===== src/rtl/pc_fetch_unit.sv =====
// pc_fetch_unit: program counter, instruction fetch and {pc, instr} FIFO toward decode; FETCH_ALIGN_TRAP_EN enables misaligned-target trap
module pc_fetch_unit #(
  parameter logic [31:0] RESET_PC = 32'h0000_0028,
  parameter int IMEM_WORDS = 250,
  parameter int QDEPTH = 2
) (
  input  logic        clk,
  input  logic        rst,
  output logic [31:0] imem_addr,
  input  logic [31:0] imem_instr,
  output logic        out_valid,
  input  logic        out_ready,
  output logic [31:0] out_instr,
  output logic [31:0] out_pc,
  input  logic        br_taken,
  input  logic [31:0] br_pc,
  input  logic [15:0] br_imm,
  input  logic        jmp,
  input  logic [25:0] jmp_index,
  output logic        halt,
  output logic        trap
);
  localparam int AW = $clog2(QDEPTH);
  localparam logic [31:0] END_ADDR = 32'(IMEM_WORDS * 4);
  typedef enum logic [1:0] {
    RUN,
    HALT
`ifdef FETCH_ALIGN_TRAP_EN
    , TRAP
`endif
  } state_t;
  state_t state, state_d;
  logic [31:0] pc, pc4, br_tgt, jmp_tgt, raw_tgt, target;
  logic [31:0] q_pc [QDEPTH];
  logic [31:0] q_instr [QDEPTH];
  logic [AW-1:0] wr_ptr, rd_ptr;
  logic [AW:0] count;
  logic redirect, misalign, full, pop, push, at_end;
  always_comb begin
    pc4 = br_pc + 32'd4;
    br_tgt = pc4 + {{14{br_imm[15]}}, br_imm, 2'b00};
    jmp_tgt = {pc4[31:28], jmp_index, 2'b00};
    raw_tgt = jmp ? jmp_tgt : br_tgt;
`ifdef FETCH_ALIGN_TRAP_EN
    redirect = (br_taken || jmp) && state != TRAP;
    misalign = raw_tgt[1:0] != 2'b00;
    target = raw_tgt;
`else
    redirect = br_taken || jmp;
    misalign = 1'b0;
    target = raw_tgt & ~32'h3;
`endif
    full = count == (AW+1)'(QDEPTH);
    out_valid = count != '0;
    pop = out_valid && out_ready;
    at_end = pc >= END_ADDR;
    push = state == RUN && !at_end && (!full || pop) && !redirect;
    out_pc = out_valid ? q_pc[rd_ptr] : 32'h0;
    out_instr = out_valid ? q_instr[rd_ptr] : 32'h0;
    imem_addr = pc;
    halt = state == HALT;
`ifdef FETCH_ALIGN_TRAP_EN
    trap = state == TRAP;
    state_d = redirect ? (misalign ? TRAP : RUN) : (state == RUN && at_end) ? HALT : state;
`else
    trap = 1'b0;
    state_d = redirect ? RUN : (state == RUN && at_end) ? HALT : state;
`endif
  end
  always_ff @(posedge clk) begin
    if (rst) begin
      state <= RUN;
      pc <= RESET_PC;
      wr_ptr <= '0;
      rd_ptr <= '0;
      count <= '0;
    end else begin
      state <= state_d;
      if (redirect) begin
        pc <= target;
        wr_ptr <= '0;
        rd_ptr <= '0;
        count <= '0;
      end else begin
        if (push) begin
          q_pc[wr_ptr] <= pc;
          q_instr[wr_ptr] <= imem_instr;
          wr_ptr <= wr_ptr + 1'b1;
          pc <= pc + 32'd4;
        end
        if (pop) rd_ptr <= rd_ptr + 1'b1;
        count <= count + (AW+1)'(push) - (AW+1)'(pop);
      end
    end
  end
endmodule


===== config.mk =====
export PLATFORM = sky130hd
export DESIGN_NAME = pc_fetch_unit
export DESIGN_NICKNAME = d
export VERILOG_FILES = /design/src/rtl/pc_fetch_unit.sv
export SDC_FILE = /design/constraint.sdc
export NUM_CORES = 1
export LEC_CHECK = 0
export BUFFER_PORTS_ARGS = -buffer_cell sky130_fd_sc_hd__clkbuf_2
export CORE_ASPECT_RATIO = 1.1
export CORE_UTILIZATION = 45
export DETAILED_ROUTE_END_ITERATION = 10
export MAX_ROUTING_LAYER = met4
export PLACE_DENSITY = 0.79
export SLEW_MARGIN = 20
export SYNTH_ARGS = -nofsm -noshare
export SYNTH_HDL_FRONTEND = slang
export SYNTH_SLANG_ARGS = --single-unit

===== constraint.sdc =====
create_clock -name clk -period 17.2 [get_ports clk]
set_clock_uncertainty 0.1 [all_clocks]
set_input_delay 3.44 -clock clk [delete_from_list [all_inputs] [get_ports clk]]
set_output_delay 3.44 -clock clk [all_outputs]
set_load 0.005 [all_outputs]

==> results by stage <==
Timing:
- The worst hold-check slack is 0.386 ns.
- Setup violations remaining at the end of the flow were counted as 0.
- Static timing analysis puts the maximum clock frequency at 144 MHz.
- Setup repair after global routing left no endpoint under its margin.
- The final number of max-transition violations is 0.
- The final critical path takes up 40.3% of the cycle.
- The shortest clock period the worst path allows after layout is 6.94 ns.
- For the pin with the worst max-slew slack, the measured transition is 1.07 ns.
- The hold violation total from the final report is 0.
- The worst-case headroom to the max-slew limit is 28.4%.
- The worst path meets setup with 10.26 ns of slack.
- The total negative slack is 0 ns.

CTS:
- Clock-pin slew was measured on the worst setup and hold paths at 0.07 ns.
- The clock tree from TritonCTS is yes.
- At the later pin of the worst-skew pair, clock insertion delay measures 0.41 ns.
- No sink is reached through more buffers than the 2 on the longest clock path.
- The H-tree was split into 4 levels.
- In this run, CTS created clock tree buffers numbering 17.
- The clock drives 160 sinks.
- The post-CTS setup repair buffer count is 0.
- Buffers inserted to repair hold after CTS numbered 0.
- Clock tree synthesis selected as its root buffer the cell clkbuf_16.
- The number of gates resized after CTS was 0.

Critical path:
- The kind of capture point of the worst setup path is a flip-flop.
- The worst path arrival time is 7.17 ns.
- The peak per-stage delay on the critical path is 0.52 ns.
- The internal reg-to-reg setup slack is 14.04 ns.
- In this run the worst setup path terminates at imem_addr[31].
- Measured in cells, the most critical reg-to-reg path has a length of 7.
- In this run the worst setup path begins at br_pc[6].
- STA classifies the critical path startpoint as an input pin.
- The slowest stage of the critical path belongs to the cell nor2_1.
- The largest fanout on the critical path is 9.
- The endpoint of the worst register-to-register path is q_instr[1][9].
- The startpoint identified for the worst register-to-register timing path is imem_addr[2].
- Traced cell by cell, the critical path runs through clkbuf_2 > and4_1 > nand4_1 > nor2_1 > nand2_1 > xnor2_1 > ha_1 > nand2_1 > nor2_1 > nand4_1 > a2111oi_4 > o2111ai_1 > nor3b_1 > or4_1 > a31oi_1.
- The critical path in this run is classified as input pin to flip-flop.
- The required time reported for the critical path endpoint is 17.43 ns.

Route:
- The final layout contains routed wiring with a total length of 20100 um.
- In the routed design, unresolved DRC markers number 0.
- The routed layout has 6713 vias.
- In the routed layout, each cell is associated on average with a via count of 5.41.
- The pre-antenna-repair detailed-routing pass consisted of 5 iterations.
- The post-detailed-route count of antenna-violating nets is 0.
- The routed wirelength normalized by instance count is 16.2 um.
- The violation count after the first detailed-route iteration is 435.

Final layout:
- The most common cell after layout, fill and taps aside is clkbuf_2.
- The area growth from synthesis to layout is 21.2%.
- The top cell types in the final layout, fill and taps aside, are clkbuf_2, edfxtp_1, nor2_1.
- For this run, the post-layout net count is 1134.
- The cell area after layout is 10400 sq um.
- The fraction of layout instances using a drive strength above 1 is 25.0%.
- The finished layout holds 1240 standard cells, fillers aside.

Power and ir drop:
- Internal power comes to 0.684 mW.
- IR analysis of the VDD net gives a maximum drop of 0.0487 mV.
- In this run, the combinational gates consume 13.3% of the power.
- The total power divided by cell area is 88.8 nW/um^2.
- The power spent charging and discharging nets is 0.239 mW.
- The cell leakage power is 4.07 nW.
- The proportion of power drawn by flip-flops and latches is 47.2%.
- Net switching is 25.9% of the power.
- The clock network is responsible for 39.6% of the overall power.

Die:
- Once the floorplan was initialized, standard cells occupied 46.2% of the core.
- The area of the core is 18500 sq um.
- The die covers 19600 sq um.
- The floorplan step set the die height to 147 um.
- The total I/O pin count is 210.
- The die is 134 um wide.
- The total number of placement rows is 52.

Yosys:
- Of the total synthesized cell area, the portion taken by XOR and XNOR cells is 5.72%.
- Multiplexer cells account for 7.35% of the synthesized area.
- The fraction of the mapped netlist area in adder cells is 5.92%.
- Summing the areas of all compound-gate instances in the mapped netlist gives 12.6% of the synthesized area.
- The area of the mapped netlist is 8570 sq um.
- The most instantiated flip-flop cell in the synthesis netlist is edfxtp_1.
- The count of yosys warnings during synthesis is 0.
- In this run, synthesis inferred 124 flip-flops with an integrated enable.
- The simple-gate area share of the yosys netlist is 13.8%.
- In the synthesized netlist the async set-or-reset flop fraction comes to 0%.
- The post-synthesis register bit count is 160.
- The number of distinct library cells after synthesis is 64.
- The combinational family with the most area after synthesis is simple AND/OR/NAND/NOR gates.
- The area share of the largest cell type after synthesis is 43.4%.
- The top cell type by total area after synthesis is edfxtp_1.
- A synthesized cell averages 10.9 sq um.
- The share of the Yosys chip area taken by registers is 51.8%.
- Yosys attributes the largest share of cell area to edfxtp_1, dfxtp_1, mux2i_1.
- The synthesized netlist cell count is 789.

Global routing:
- The via count of the first global-routing pass is 6306.
- The total routing resource utilization after global routing is 21.3%.
- The first-pass GRT wire length is 31700 um.
- The number of antenna violations at the first check in global routing is 1.
- Entering global routing, the biggest net connects 64 pins.
- After global routing the overflow that remains totals 0.

Job:
- The tool flagged a number of max-cap violations equal to 0.

Place:
- In this run the tool buffered the top-level ports with 202 buffer cells.
- Detailed placement finished with a half-perimeter wire length of 14800 um.
- At the end of routability-driven placement, the weighted congestion stood at 0.865.
- Including well taps, the total number of placed cells is 1207.
- The post-placement setup slack is 9.83 ns.
- The total placed instance area is 9800 sq um.

Hold path:
- The kind of path behind the tightest hold check is flip-flop to flip-flop.

Run status:
- The run finished with clean final reports.
==> metrics by stage <==
stage / power (mW) / utilization [%]
5_1_grt: 0.963 / 56.1
4_1_cts: 0.929 / 56.1
3_3_place_gp: 0.562 / 52.9
6_report: 0.923 / 56.1
3_5_place_dp: 0.565 / 52.9
2_1_floorplan: 0.520 / -
==> how the worst min path moves through the flow <==
stage / depth (start not counted) / endpoint / startpoint
2_1_floorplan: 2 / wr_ptr / wr_ptr
3_3_place_gp: 2 / wr_ptr / wr_ptr
3_5_place_dp: 2 / wr_ptr / wr_ptr
4_1_cts: 2 / wr_ptr / wr_ptr
5_1_grt: 2 / wr_ptr / wr_ptr
6_report: 2 / wr_ptr / wr_ptr
==> layout make-up <==
type                            count  area (sq um)
Fill cell                        1614          8150
Sequential cell                   160          4450
Multi-Input combinational cell    577          3930
Timing Repair Buffer              206          1040
Clock buffer                       19           475
Tap cell                          243           304
Clock inverter                     13           114
Inverter                           21          78.8
Antenna cell                        1          2.50
==> synth_stat cells (all sizes together), types with 2 or more instances <==
master and count:
edfxtp 124, nor2 116, mux2i 63, a21oi 47, nand2 43, ha 39
xnor2 37, dfxtp 36, clkbuf 24, nand3 24, nor3 23, o21ai 23
inv 20, xor2 19, a211oi 17, nand4 15, and3 14, buf 11
a222oi 6, a22oi 6, nor4 6, o21bai 6, a21o 5, and2 5
and4 5, o211ai 5, a31oi 4, o21a 4, a2111oi 3, a211o 3
a21boi 3, a221oi 3, a311oi 3, nand2b 3, o221ai 3, a41o 2
o22ai 2, o311ai 2, or4 2
==> cell families after synthesis <==
logic type      after synthesis
buf+inv                      56
fa+ha+maj                    40
flops                       160
compound gates              154
mux                          63
xor+xnor                     56
simple gates                259
other cells                   1
==> flip-flops by register name (all words and copies together) (netlist names), named ones only <==
| name | flops |
|---|---|
| rd_ptr | 1 |
| wr_ptr | 1 |
| count | 2 |
| q_pc | 60 |
| imem_addr | 30 |
| state | 1 |
| q_instr | 64 |
==> power by group through the flow <==
stage / logic (mW) / clock network, mW / registers, mW
6_report: 0.122 / 0.365 / 0.435
5_1_grt: 0.137 / 0.390 / 0.436
3_3_place_gp: 0.119 / 0 / 0.443
2_1_floorplan: 0.0801 / 0 / 0.440
4_1_cts: 0.122 / 0.372 / 0.435
3_5_place_dp: 0.121 / 0 / 0.443
==> critical path: cells and delay by family <==
kind / cells / cell delay (ns)
buffers and inverters: 1 / 0.13
XOR/XNOR: 1 / 0.18
adder cells (fa/ha/maj): 1 / 0.37
AO/OA/AOI/OAI: 3 / 0.65
AND/OR/NAND/NOR: 9 / 2.39
==> per-layer routing <==
layer | wire, um | GRT usage [%] | vias to the layer above
li1 | - | - | 3342
met1 | 8550 | 25.9 | 3081
met3 | 1070 | 2.76 | 32
met5 | 0 | - | -
met2 | 9990 | 36.1 | 258
met4 | 448 | 7.84 | 0
Note: power is estimated with default switching activity, not from simulation.
